### src/rtl/interrupt_sequencer.sv
// Interrupt entry sequencer: drains the pipe, pushes the resume PC and fetches
// the handler vector. The return-from-interrupt path restores the saved CCR.
module interrupt_sequencer (
   input  logic        clk,
   input  logic        reset,
   input  logic        interrupt,
   input  logic        branch_in_flight,
   input  logic [31:0] pc,
   input  logic [3:0]  flags,
   input  logic        rti,
   input  logic [15:0] vec_data,
   output logic        stall_fetch,
   output logic        inject_bubble,
   output logic        push_en,
   output logic [15:0] push_data,
   output logic        vec_rd,
   output logic [15:0] vec_addr,
   output logic        pc_load,
   output logic [31:0] pc_value,
   output logic        flags_restore,
   output logic [3:0]  saved_flags,
   output logic        busy
);

   typedef enum logic [2:0] {
      ST_IDLE    = 3'd0,
      ST_DRAIN   = 3'd1,
      ST_PUSH_HI = 3'd2,
      ST_PUSH_LO = 3'd3,
      ST_VEC_HI  = 3'd4,
      ST_VEC_LO  = 3'd5,
      ST_LOAD    = 3'd6
   } state_t;

   state_t      r_state;
   logic        r_pending;
   logic [1:0]  r_drain_cnt;
   logic [31:0] r_pc_latched;
   logic [15:0] r_vec_hi;
   logic [15:0] r_vec_lo;
   logic [3:0]  r_saved_flags;
   logic        r_stall;
   logic        r_bubble;
   logic        r_push_en;
   logic [15:0] r_push_data;
   logic        r_vec_rd;
   logic [15:0] r_vec_addr;
   logic        r_pc_load;
   logic        r_busy;

   logic        w_is_idle;
   logic        w_accept;

   assign w_is_idle = (r_state == ST_IDLE);
   // A request arriving in the same cycle as acceptance is folded in directly.
   assign w_accept  = w_is_idle & (r_pending | interrupt) & ~branch_in_flight;

   // Sequencer state, request latch, captured context and registered outputs.
   always_ff @(posedge clk) begin
      if (reset) begin
         r_state       <= ST_IDLE;
         r_pending     <= 1'b0;
         r_drain_cnt   <= 2'd0;
         r_pc_latched  <= 32'h0000_0000;
         r_vec_hi      <= 16'h0000;
         r_vec_lo      <= 16'h0000;
         r_saved_flags <= 4'h0;
         r_stall       <= 1'b0;
         r_bubble      <= 1'b0;
         r_push_en     <= 1'b0;
         r_push_data   <= 16'h0000;
         r_vec_rd      <= 1'b0;
         r_vec_addr    <= 16'h0000;
         r_pc_load     <= 1'b0;
         r_busy        <= 1'b0;
      end else begin
         r_pending   <= w_accept ? 1'b0 : (r_pending | interrupt);
         r_stall     <= 1'b1;
         r_bubble    <= 1'b1;
         r_busy      <= 1'b1;
         r_push_en   <= 1'b0;
         r_push_data <= 16'h0000;
         r_vec_rd    <= 1'b0;
         r_vec_addr  <= 16'h0000;
         r_pc_load   <= 1'b0;
         case (r_state)
            ST_IDLE: begin
               if (w_accept) begin
                  r_state       <= ST_DRAIN;
                  r_drain_cnt   <= 2'd2;
                  r_saved_flags <= flags;
                  r_pc_latched  <= pc;
               end else begin
                  r_state  <= ST_IDLE;
                  r_stall  <= 1'b0;
                  r_bubble <= 1'b0;
                  r_busy   <= 1'b0;
               end
            end
            ST_DRAIN: begin
               if (r_drain_cnt == 2'd0) begin
                  r_state     <= ST_PUSH_HI;
                  r_push_en   <= 1'b1;
                  r_push_data <= r_pc_latched[31:16];
               end else begin
                  r_state     <= ST_DRAIN;
                  r_drain_cnt <= r_drain_cnt - 2'd1;
               end
            end
            ST_PUSH_HI: begin
               r_state     <= ST_PUSH_LO;
               r_push_en   <= 1'b1;
               r_push_data <= r_pc_latched[15:0];
            end
            ST_PUSH_LO: begin
               r_state    <= ST_VEC_HI;
               r_vec_rd   <= 1'b1;
               r_vec_addr <= 16'h0000;
            end
            ST_VEC_HI: begin
               r_state    <= ST_VEC_LO;
               r_vec_hi   <= vec_data;
               r_vec_rd   <= 1'b1;
               r_vec_addr <= 16'h0001;
            end
            ST_VEC_LO: begin
               r_state   <= ST_LOAD;
               r_vec_lo  <= vec_data;
               r_pc_load <= 1'b1;
            end
            ST_LOAD: begin
               // Always pass through IDLE so a merged request is taken next cycle.
               r_state  <= ST_IDLE;
               r_stall  <= 1'b0;
               r_bubble <= 1'b0;
               r_busy   <= 1'b0;
            end
            default: begin
               r_state  <= ST_IDLE;
               r_stall  <= 1'b0;
               r_bubble <= 1'b0;
               r_busy   <= 1'b0;
            end
         endcase
      end
   end

   assign stall_fetch   = r_stall;
   assign inject_bubble = r_bubble;
   assign push_en       = r_push_en;
   assign push_data     = r_push_data;
   assign vec_rd        = r_vec_rd;
   assign vec_addr      = r_vec_addr;
   assign pc_load       = r_pc_load;
   assign pc_value      = {r_vec_hi, r_vec_lo};
   // Uses the pre-capture value when rti coincides with a new acceptance.
   assign flags_restore = rti & w_is_idle;
   assign saved_flags   = r_saved_flags;
   assign busy          = r_busy;

endmodule

### config.mk
export PLATFORM = sky130hd
export DESIGN_NAME = interrupt_sequencer
export DESIGN_NICKNAME = d
export VERILOG_FILES = /design/src/rtl/interrupt_sequencer.sv
export SDC_FILE = /design/constraint.sdc
export NUM_CORES = 1
export LEC_CHECK = 0
export CORE_MARGIN = 2
export CORE_UTILIZATION = 35
export CTS_CLUSTER_DIAMETER = 150
export CTS_CLUSTER_SIZE = 8
export DETAILED_ROUTE_END_ITERATION = 10
export PLACE_DENSITY = 0.71
export SLEW_MARGIN = 5
export SYNTH_ARGS = -nofsm -noshare
export SYNTH_HDL_FRONTEND = slang
export SYNTH_SLANG_ARGS = --single-unit
### constraint.sdc
create_clock -name clk -period 3.43 [get_ports clk]
set_input_delay 0.686 -clock clk [delete_from_list [all_inputs] [get_ports clk]]
set_output_delay 0.686 -clock clk [all_outputs]
set_load 0.02 [all_outputs]
==> flow_metrics.tcl <==
set metrics [dict create \
    gr-total-overflow 0 \
    ir_drop_v 0.000220 \
    maxCapViolations 0 \
    rsz0062_at_grt "false" \
    first_global_vias 2995 \
    synth_top_family_by_area "simple AND/OR/NAND/NOR gates" \
    layout_min_cycle_time_ps 2710 \
    routedWlPerCell_um 13.0 \
    skew_ps 7.44 \
    drive_gt1_frac 0.0495 \
    diodes 0 \
    required_ps 2740 \
    grt_pass1_wl_um 13700 \
    synthesis.area_mm2 0.00392 \
    synth-main-ff-cell "dfxtp_1" \
    outcome "finished, final reports clean" \
    critical_path_arrival_ps 2030 \
    combinationalPowerShare 0.190 \
    gp_congestion 0.742 \
    io_buffers 116 \
    totalWireLength_um 8650 \
    endpoint_kind "output port" \
    min_path_type "reg2reg" \
    syn_area_per_cell_um2 9.29 \
    power_density_mw_per_mm2 473 \
    yosys-mux-area-fraction 0.0920 \
    async_reset_ff_frac 0 \
    pre_cts_slack_ps 874 \
    synth_edf_count 0 \
    clock_latency_ps 350 \
    setup_slack_ps 716 \
    layout.nets 578 \
    vias_per_cell 4.67 \
    power_switching_share 0.268 \
    p_leak_nw 1.81 \
    cts_resized 0 \
    core_mm2 0.0109 \
    intPower_w 0.00181 \
    hold_buffers 0 \
    grt_max_degree 56 \
    hold_violations 0 \
    drtIter0Drc 110 \
    cts.sinks 95 \
    cts_setup_buffers 0 \
    critical_path.max_fanout 14 \
    clkPwrFrac 0.316 \
    num_vias 3105 \
    p_sw_w 0.000663 \
    worst_pin_slew_ps 810 \
    seq_power_share 0.495 \
    fin_crit_sh 0.791 \
    slew_headroom 0.460 \
    die-area_mm2 0.0121 \
    ys_types 37 \
    drcViolationCount 0 \
    synthToLayoutAreaGrowth_pct 33.7 \
    cts_buffer_depth 2 \
    synth_seq_cells 95 \
    path_clk_slew_ps 90 \
    cp-start-kind "flip-flop" \
    track_usage 0.145 \
    root_buffer "clkbuf_8" \
    antenna_found_initial 0 \
    final_common_cell "clkdlybuf4s50_1" \
    drtAntennaViolNets 0 \
    ys_seq_area_frac 0.485 \
    synth-simple-area-share 0.249 \
    chipHeight_um 110 \
    setup_viol 0 \
    synth_compound_area_frac 0.0910 \
    tns_ps 0 \
    ys_warn_count 0 \
    pin_count 132 \
    synth_fa_ha_area_frac 0.00319 \
    synth-xor-area-share 0 \
    whs_ps 456 \
    dpl.hpwl_um 5920 \
    cts_made_buffers 9 \
    syn_inst 422 \
    path_class "reg2out" \
    final_cell_mix "115 x clkdlybuf4s50_1, 95 x dfxtp_1, 72 x nand2b_1" \
    rows 38 \
    timing.fmax_mhz 368 \
    htreeDepth 3 \
    die_w_um 110 \
    maxSlewViolCount 0 \
    dr.pass1.iters 4 \
    initial_core_util 0.360 \
    cts_tree "yes" \
]
cell families after synthesis:
kind of cell,count (synthesis)
AO/OA/AOI/OAI,59
buffers and inverters,50
flip-flops,95
multiplexers,36
adder cells (fa/ha/maj),1
AND/OR/NAND/NOR,180
other,1
state kept, by name, summed over array words and instances, names as in the netlist:
register / count
busy: 1
pc_load: 1
push_data: 16
push_en: 1
r_drain_cnt: 2
r_pc_latched: 32
r_pending: 1
r_state: 3
r_vec_hi: 16
r_vec_lo: 16
saved_flags: 4
vec_addr: 1
vec_rd: 1
cells in the mapped netlist (2+ instances only):
| cell type | number | area share |
|---|---|---|
| mux2i_1 | 36 | 0.092 |
| buf_2 | 7 | 0.0089 |
| nor3b_4 | 2 | 0.0096 |
| nand2_1 | 64 | 0.061 |
| nor3_1 | 2 | 0.0026 |
| nand3b_1 | 3 | 0.0057 |
| o21ai_1 | 2 | 0.0026 |
| nand2b_1 | 72 | 0.11 |
| inv_1 | 3 | 0.0029 |
| nor2_1 | 24 | 0.023 |
| a21oi_1 | 35 | 0.045 |
| dfxtp_1 | 95 | 0.49 |
| buf_6 | 2 | 0.0057 |
| clkbuf_1 | 14 | 0.013 |
| nor2b_1 | 2 | 0.0032 |
| a22oi_1 | 16 | 0.031 |
| buf_4 | 23 | 0.044 |
final cells by class:
type	count	area [um2]
flip-flops and latches	95	1900
well taps	140	175
fillers	1030	5650
clock inverters	3	67.6
repair buffers	120	1190
clock buffers	13	139
multi-input cells	291	1760
inverters	3	11.3
per-layer routing:
layer  part of all wire  track usage  up-vias
met1               0.46        0.180     1439
met2               0.45        0.247      115
met5                  0            0        -
li1                   -            -     1543
met3              0.077       0.0373        8
met4             0.0094       0.0416        0
stage by stage:
| step | instances | power [W] | utilization | area [um2] |
|---|---|---|---|---|
| after global placement | 649 | 0.00171 | 0.462 | 5030 |
| after CTS | 665 | 0.00251 | 0.481 | 5240 |
| after floorplan | 436 | 0.00158 | - | 3970 |
| after global routing | 665 | 0.00260 | 0.481 | 5240 |
| after detailed placement | 649 | 0.00172 | 0.462 | 5030 |
| final | 665 | 0.00248 | 0.481 | 5240 |
worst paths after layout:
check	depth (start not counted)	from	to	slack, ps
max	3	r_state[1]	flags_restore	720
min reg2reg	2	r_vec_hi[7]	r_vec_hi[7]	460
min	2	r_vec_hi[7]	r_vec_hi[7]	460
max reg2reg	4	r_state[1]	r_pc_latched[13]	1500
critical path: stages (launching register included):
cell             delay (ps)
dfxtp_1                 460
nor3_1                  420
and2_1                  200
clkdlybuf4s50_1         600
power groups by stage:
stage / logic [W] / registers, W / clock network [W]
finish: 0.000469 / 0.00123 / 0.000782
global route: 0.000511 / 0.00124 / 0.000849
CTS: 0.000477 / 0.00122 / 0.000809
detailed placement: 0.000475 / 0.00125 / 0
global placement: 0.000462 / 0.00125 / 0
floorplan: 0.000331 / 0.00125 / 0
(Power assumes the default switching activity.)
